--- src/rtl/mem_lsu_pkg.sv ---
// Shared definitions for the MIPS32 memory-access stage: memory-op encodings,
// bus widths and small decode helpers.
package mem_lsu_pkg;

    localparam int RegBus     = 32;
    localparam int RegAddrBus = 5;
    localparam int MemOpBus   = 4;

    localparam logic [RegBus-1:0] ZeroWord     = 32'h0000_0000;
    localparam logic              WriteDisable = 1'b0;
    localparam logic              RstEnable    = 1'b1;

    localparam logic [MemOpBus-1:0] MEMOP_NONE = 4'd0;
    localparam logic [MemOpBus-1:0] MEMOP_LB   = 4'd1;
    localparam logic [MemOpBus-1:0] MEMOP_LBU  = 4'd2;
    localparam logic [MemOpBus-1:0] MEMOP_LH   = 4'd3;
    localparam logic [MemOpBus-1:0] MEMOP_LHU  = 4'd4;
    localparam logic [MemOpBus-1:0] MEMOP_LW   = 4'd5;
    localparam logic [MemOpBus-1:0] MEMOP_SB   = 4'd6;
    localparam logic [MemOpBus-1:0] MEMOP_SH   = 4'd7;
    localparam logic [MemOpBus-1:0] MEMOP_SW   = 4'd8;

    typedef enum logic {
        ST_IDLE = 1'b0,
        ST_WAIT = 1'b1
    } lsu_state_e;

    function automatic logic is_mem_op(input logic [MemOpBus-1:0] op);
        return (op >= MEMOP_LB) && (op <= MEMOP_SW);
    endfunction

    function automatic logic is_store_op(input logic [MemOpBus-1:0] op);
        return (op >= MEMOP_SB) && (op <= MEMOP_SW);
    endfunction

    function automatic logic is_aligned(input logic [MemOpBus-1:0] op,
                                        input logic [1:0]          lo);
        case (op)
            MEMOP_LH, MEMOP_LHU, MEMOP_SH: return ~lo[0];
            MEMOP_LW, MEMOP_SW:            return lo == 2'b00;
            default:                       return 1'b1;
        endcase
    endfunction

endpackage

--- src/rtl/mem_lsu_lane.sv ---
// Big-endian byte-lane steering: byte enables and replicated store data on the
// way out, lane extraction with sign/zero extension on the way back.
module lsu_lane
    import mem_lsu_pkg::*;
(
    input  logic [MemOpBus-1:0] mem_op_i,
    input  logic [1:0]          addr_lo_i,
    input  logic [RegBus-1:0]   store_data_i,
    input  logic [RegBus-1:0]   rdata_i,
    output logic [3:0]          sel_o,
    output logic [RegBus-1:0]   wdata_o,
    output logic [RegBus-1:0]   load_data_o
);

    logic [7:0]  byte_v;
    logic [15:0] half_v;

    always_comb begin
        byte_v      = rdata_i[31:24];
        half_v      = addr_lo_i[1] ? rdata_i[15:0] : rdata_i[31:16];
        sel_o       = 4'b0000;
        wdata_o     = store_data_i;
        load_data_o = ZeroWord;

        // Lane 0 is the most significant byte.
        case (addr_lo_i)
            2'd0:    byte_v = rdata_i[31:24];
            2'd1:    byte_v = rdata_i[23:16];
            2'd2:    byte_v = rdata_i[15:8];
            default: byte_v = rdata_i[7:0];
        endcase

        case (mem_op_i)
            MEMOP_LB, MEMOP_LBU, MEMOP_SB: sel_o = 4'b1000 >> addr_lo_i;
            MEMOP_LH, MEMOP_LHU, MEMOP_SH: sel_o = addr_lo_i[1] ? 4'b0011 : 4'b1100;
            MEMOP_LW, MEMOP_SW:            sel_o = 4'b1111;
            default:                       sel_o = 4'b0000;
        endcase

        case (mem_op_i)
            MEMOP_SB: wdata_o = {4{store_data_i[7:0]}};
            MEMOP_SH: wdata_o = {2{store_data_i[15:0]}};
            default:  wdata_o = store_data_i;
        endcase

        case (mem_op_i)
            MEMOP_LB:  load_data_o = {{24{byte_v[7]}}, byte_v};
            MEMOP_LBU: load_data_o = {24'h000000, byte_v};
            MEMOP_LH:  load_data_o = {{16{half_v[15]}}, half_v};
            MEMOP_LHU: load_data_o = {16'h0000, half_v};
            MEMOP_LW:  load_data_o = rdata_i;
            default:   load_data_o = ZeroWord;
        endcase
    end

endmodule

--- src/rtl/mem_lsu.sv ---
// MIPS32 memory-access stage: request/acknowledge data bus FSM with stall,
// write-disabled bubble, misalignment detection and bus timeout.
module mem_lsu
    import mem_lsu_pkg::*;
#(
    parameter int TIMEOUT = 16
) (
    input  logic                  clk,
    input  logic                  rst,
    input  logic                  ex_wReg,
    input  logic [RegAddrBus-1:0] ex_wAddr,
    input  logic [RegBus-1:0]     ex_wData,
    input  logic [MemOpBus-1:0]   ex_memOp,
    input  logic [RegBus-1:0]     ex_memAddr,
    input  logic [RegBus-1:0]     ex_storeData,
    output logic                  mem_wReg,
    output logic [RegAddrBus-1:0] mem_wAddr,
    output logic [RegBus-1:0]     mem_wData,
    output logic                  stall_req,
    output logic                  d_req,
    output logic                  d_we,
    output logic [RegBus-1:0]     d_addr,
    output logic [3:0]            d_sel,
    output logic [RegBus-1:0]     d_wdata,
    input  logic [RegBus-1:0]     d_rdata,
    input  logic                  d_ack,
    output logic                  misalign,
    output logic                  bus_err
);

    localparam int CNT_W = $clog2(TIMEOUT) + 1;
    // The IDLE cycle is request cycle 1, so the TIMEOUT-th request cycle is
    // the WAIT cycle whose counter is about to step to TIMEOUT-1.
    localparam logic [CNT_W-1:0] CNT_LAST = CNT_W'(TIMEOUT - 2);

    lsu_state_e       state_q, state_d;
    logic [CNT_W-1:0] cnt_q, cnt_d;

    logic              op_valid, aligned, acc, is_store, ack_eff, timeout_hit;
    logic [3:0]        lane_sel;
    logic [RegBus-1:0] lane_wdata, lane_ldata;

    lsu_lane u_lane (
        .mem_op_i     (ex_memOp),
        .addr_lo_i    (ex_memAddr[1:0]),
        .store_data_i (ex_storeData),
        .rdata_i      (d_rdata),
        .sel_o        (lane_sel),
        .wdata_o      (lane_wdata),
        .load_data_o  (lane_ldata)
    );

    always_ff @(posedge clk) begin
        if (rst == RstEnable) begin
            state_q <= ST_IDLE;
            cnt_q   <= '0;
        end else begin
            state_q <= state_d;
            cnt_q   <= cnt_d;
        end
    end

    always_comb begin
        state_d     = state_q;
        cnt_d       = cnt_q;
        op_valid    = is_mem_op(ex_memOp);
        aligned     = is_aligned(ex_memOp, ex_memAddr[1:0]);
        acc         = op_valid & aligned;
        is_store    = is_store_op(ex_memOp);
        timeout_hit = 1'b0;
        d_req       = 1'b0;

        case (state_q)
            ST_IDLE: begin
                d_req = acc;
                if (acc && !d_ack) begin
                    state_d = ST_WAIT;
                    cnt_d   = '0;
                end
            end
            ST_WAIT: begin
                if (d_ack) begin
                    d_req   = 1'b1;
                    state_d = ST_IDLE;
                end else if (cnt_q == CNT_LAST) begin
                    timeout_hit = 1'b1;
                    state_d     = ST_IDLE;
                end else begin
                    d_req = 1'b1;
                    cnt_d = cnt_q + 1'b1;
                end
            end
            default: state_d = ST_IDLE;
        endcase

        ack_eff   = d_req & d_ack;
        stall_req = d_req & ~d_ack;
        bus_err   = timeout_hit;
        misalign  = op_valid & ~aligned;

        d_we    = is_store;
        d_addr  = {ex_memAddr[31:2], 2'b00};
        d_sel   = lane_sel;
        d_wdata = lane_wdata;

        mem_wAddr = ex_wAddr;
        mem_wData = ex_wData;
        mem_wReg  = ex_wReg;
        // Memory ops only write back on a completed load; everything else is a bubble.
        if (op_valid) begin
            mem_wReg = WriteDisable;
            if (!is_store && ack_eff) begin
                mem_wReg  = ex_wReg;
                mem_wData = lane_ldata;
            end
        end

        if (rst == RstEnable) begin
            mem_wReg  = 1'b0;
            mem_wAddr = '0;
            mem_wData = ZeroWord;
            stall_req = 1'b0;
            d_req     = 1'b0;
            d_we      = 1'b0;
            d_addr    = ZeroWord;
            d_sel     = 4'b0000;
            d_wdata   = ZeroWord;
            misalign  = 1'b0;
            bus_err   = 1'b0;
        end
    end

endmodule

--- config.mk ---
export PLATFORM = sky130hd
export DESIGN_NAME = mem_lsu
export DESIGN_NICKNAME = d
export VERILOG_FILES = /design/src/rtl/mem_lsu_pkg.sv /design/src/rtl/mem_lsu_lane.sv /design/src/rtl/mem_lsu.sv
export SDC_FILE = /design/constraint.sdc
export NUM_CORES = 1
export LEC_CHECK = 0
export CAP_MARGIN = 5
export CORE_MARGIN = 2
export CORE_UTILIZATION = 28
export CTS_CLUSTER_DIAMETER = 120
export CTS_CLUSTER_SIZE = 20
export DETAILED_ROUTE_END_ITERATION = 8
export PLACE_DENSITY = 0.91
export SETUP_SLACK_MARGIN = 0.1
export SYNTH_ARGS = -nofsm -noshare
export SYNTH_HDL_FRONTEND = slang
export SYNTH_SLANG_ARGS = --single-unit
--- constraint.sdc ---
create_clock -name clk -period 1.66 [get_ports clk]
set_input_delay 0.249 -clock clk [delete_from_list [all_inputs] [get_ports clk]]
set_output_delay 0.249 -clock clk [all_outputs]
set_load 0.05 [all_outputs]
==> reports/metrics.yaml, run 1 <==
die_w_um: 101
ys_top_cells_by_count: "a21oi_1 (91), nor2b_1 (48), a211oi_1 (40), nand2_1 (38), o21ai_0 (32)"
yosysTopAreaCell: "a21oi_1"
io_pins: 252
ys_top_cells_by_area: "a21oi_1 (17%), a211oi_1 (11%), nor2b_1 (11%), mux4_2 (6.8%), o21ai_0 (6.1%)"
crit_endpoint: "mem_wData[24]"
clockBufferDepth: 2
htree_levels: 1
synthMuxAreaShare_pct: 10.3
synth_cell_types: 52
haltStage: "5_1_grt"
initial_core_util_pct: 28.7
synth-simple-area-share_pct: 30.0
rows: 35
place_congestion: 1.07
synth_fa_ha_area_share_pct: 0.949
dp_hpwl_mm: 13.9
synth_compound_area_share_pct: 41.8
async_flop_share_pct: 0
error_line: "[ERROR DPL-0038] Utilization greater than 100%, impossible to legalize"
ys_seq_area_share_pct: 4.55
synth_top_family_by_area: "compound AO/OA/AOI/OAI gates"
synth_xor_area_share_pct: 0.664
numPortBuffers: 249
synthMostInstantiatedCell: "a21oi_1"
worstEndpointType: "top-level output"
ys.warnings.count: 0
yosysTopAreaCellShare_pct: 17.3
cts.root.buffer_cell: "clkbuf_8"
cts_inserted_buffers: 3
synth_area_um2: 2640
synth_seq_cells: 6
post-place-cells: 855
cts_sinks: 6
syn_inst: 429
status: "aborted with a tool error"
synth_area_per_cell_um2: 6.15
synth_edf_count: 0
grt_max_degree: 33
ys.flop_type: "dfxtp_1"
dieHeight_um: 101
-- kinds of logic after synthesis --
logic type | count (synthesis)
other cells | 1
fa+ha+maj | 2
mux | 17
xor+xnor | 2
compound gates | 185
simple gates | 148
flops | 6
buf+inv | 68
-- through the flow --
| step | setup TNS [ns] | setup slack [ns] | util [%] | instance area [µm²] | hold WS, ns |
|---|---|---|---|---|---|
| after global placement | -49.95 | -0.936 | 85.2 | 7840 | 0.465 |
| after detailed placement | -53.09 | -1.07 | 85.2 | 7840 | 0.496 |
| after CTS | -21.59 | -0.530 | 96.3 | 8860 | 0.497 |
| after floorplan | -13.94 | -0.408 | - | 3710 | 0.451 |
-- repair_timing --
item / CTS
hold buffers: 0
gates resized for setup: 213
cloned: 11
pin swaps: 77
setup buffers: 28
setup endpoints to repair: 73
==> inputs of run 2 (changes only) <==
CORE_AREA = 2 2 99 101   (was unset)
CORE_MARGIN = unset   (was 2)
CORE_UTILIZATION = unset   (was 28)
CTS_CLUSTER_DIAMETER = unset   (was 120)
CTS_CLUSTER_SIZE = unset   (was 20)
DIE_AREA = 0 0 101 103   (was unset)
PLACE_DENSITY = unset   (was 0.91)
PLACE_DENSITY_LB_ADDON = 0.15   (was unset)
SETUP_SLACK_MARGIN = unset   (was 0.1)
clock period = 2.2 ns   (was 1.66 ns; I/O delays follow)
==> run 2 against run 1 <==
The flow now finishes, with violations (setup timing). Synthesized area did not move. Synthesized cell count unchanged.
==> reports/metrics.yaml, run 2 <==
status: "finished with violations"
violations: "setup timing"
dp_hpwl_mm: 11.7
utilization_pct: 82.7
htree_levels: 1
fill_cells: 566
period_minus_slack_ns: 2.41
post-route-period-util_pct: 110
initial_core_util_pct: 27.9
crit_type: "input port to output pin"
maxSlewViolCount: 0
ys_top_cells_by_count: "a21oi_1 (91), nor2b_1 (48), a211oi_1 (40), nand2_1 (38), o21ai_0 (32)"
first_global_vias: 4982
fmax_ghz: 0.415
via_per_inst: 5.51
ys_seq_area_share_pct: 4.55
placed_area_um2: 7060
synth_compound_area_share_pct: 41.8
insertedDiodeCount: 0
first_pass_iters: 4
synth_area_um2: 2640
worstPathArrival_ns: 2.08
syn_inst: 429
worstHoldPathType: "register to register"
r2r-start: "cnt_q[0]"
synth-simple-area-share_pct: 30.0
setup_tns_ns: -5.25
finalNetCount: 893
clock_latency_ns: 0.22
grt_max_degree: 48
synth_cell_types: 52
dieHeight_um: 103
layout-drive-gt1-share_pct: 49.2
drt_iter0_drc: 194
setup_ws_ns: -0.210
synth_seq_cells: 6
clockBufferDepth: 2
largest_register: "cnt_q"
grt_pass1_wl_mm: 24.9
async_flop_share_pct: 0
synth_area_per_cell_um2: 6.15
start_kind: "input port"
ys_top_cells_by_area: "a21oi_1 (17%), a211oi_1 (11%), nor2b_1 (11%), mux4_2 (6.8%), o21ai_0 (6.1%)"
rsz0062_at_grt: "true"
ant_nets: 0
startpoint: "ex_memOp[3]"
io_pins: 252
post-route-cell-area_um2: 7820
rows: 36
skew_ns: 0.00202
drc: 0
final_cell_mix: "clkdlybuf4s50_1 (128), buf_4 (117), buf_12 (89), a21oi_2 (49), nor2b_1 (45)"
cts.root.buffer_cell: "clkbuf_8"
die_w_um: 101
routedWlPerCell_um: 20.0
area_growth_syn_to_layout_pct: 197
grt_overflow: 0
cellPowerDensity_nw_per_um2: 303
synth_top_family_by_area: "compound AO/OA/AOI/OAI gates"
holdCritStartpoint: "cnt_q[3]"
synth_edf_count: 0
reg.largest.list: "cnt_q: 5 flops, state_q: 1 flops"
path_clk_slew_ns: 0.04
grt_usage_pct: 29.9
synth_xor_area_share_pct: 0.664
vias: 4749
mostFrequentLayoutCell: "clkdlybuf4s50_1"
ys.warnings.count: 0
yosysTopAreaCell: "a21oi_1"
numPortBuffers: 249
cp_data_required_time_ns: 1.87
cts_sinks: 6
hold_violations: 0
core-area_um2: 9460
cap_violations: 0
cts_tree: "built"
endpoint_kind: "output pin"
die_area_um2: 10400
antenna_found_initial: 0
rrSetupSlack_ns: 0.37
cp_max_fo: 6
synth_fa_ha_area_share_pct: 0.949
irDropWorstVdd_uv: 253
routed_wl_mm: 17.2
place_congestion: 0.869
yosysTopAreaCellShare_pct: 17.3
cts_inserted_buffers: 3
synthMuxAreaShare_pct: 10.3
ys.flop_type: "dfxtp_1"
setup_violations: 33
synthMostInstantiatedCell: "a21oi_1"
cellLeakagePower_nw: 3.03
largest_reg_flops: 5
-- run 2: cell counts after synthesis --
Identical to the previous run, type by type.
-- run 2: cell type report --
| class | count | area, µm² | share of cell area [%] |
|---|---|---|---|
| clock buffer | 3 | 41.3 | 0.528 |
| inverter | 19 | 71.3 | 0.912 |
| multi-input combinational | 356 | 3100 | 39.6 |
| sequential | 6 | 124 | 1.58 |
| tap | 114 | 143 | 1.82 |
| timing repair buffer | 364 | 4340 | 55.5 |
-- run 2: layer usage --
| metal | track usage [%] | vias to the layer above | routed length, µm |
|---|---|---|---|
| li1 | - | 2160 | - |
| met5 | 0 | - | 0 |
| met2 | 54.4 | 277 | 8950 |
| met4 | 15.5 | 0 | 930 |
| met3 | 7.66 | 69 | 1450 |
| met1 | 31.9 | 2243 | 5910 |
-- run 2: kinds of logic (layout without fill, tap and decap cells) --
kind of cell | count (synthesis) | after routing
flip-flops | 6 | 6
other | 1 | 2
buffers and inverters | 68 | 386
XOR/XNOR | 2 | 2
multiplexers | 17 | 17
adder cells (fa/ha/maj) | 2 | 2
AO/OA/AOI/OAI | 185 | 185
AND/OR/NAND/NOR | 148 | 148
-- run 2: path summary, 6_finish.rpt --
path,depth (start not counted),endpoint
max,9,mem_wData[3]
min,2,cnt_q[3]
max reg2reg,6,cnt_q[4]
min reg2reg,2,cnt_q[3]
-- run 2: report_power, final --
part           total (mW)  switching (mW)  internal [mW]
Combinational        2.09            1.08           1.01
Clock               0.168          0.0503          0.118
Sequential          0.113         0.00257          0.110
Total                2.37            1.13           1.24
-- run 2: critical path, stage by stage --
cell and delay [ns]:
buf_2 0.15, nor4b_4 0.15, a221oi_2 0.33, o21a_2 0.29, nor2_4 0.05, buf_6 0.14
buf_12 0.14, a211oi_4 0.31, buf_12 0.18
-- run 2: through the flow --
| step | setup slack (ns) | hold WS [ns] | total power [mW] | instances |
|---|---|---|---|---|
| 3_3_place_gp | -0.565 | 0.465 | 1.95 | 834 |
| 4_1_cts | -0.165 | 0.494 | 2.29 | 858 |
| 5_1_grt | -0.243 | 0.547 | 2.46 | 862 |
| 3_5_place_dp | -0.622 | 0.491 | 1.97 | 834 |
| 6_report | -0.210 | 0.513 | 2.37 | 862 |
| 2_1_floorplan | -0.396 | 0.447 | 1.06 | 430 |
-- run 2: timing repair --
item,CTS,global route
pin swaps,44,22
resized for setup,118,37
hold endpoints to repair,0,0
setup endpoints to repair,67,42
cloned,4,1
hold buffers,0,0
setup buffers,19,7
Note: power is estimated with default switching activity, not from simulation.
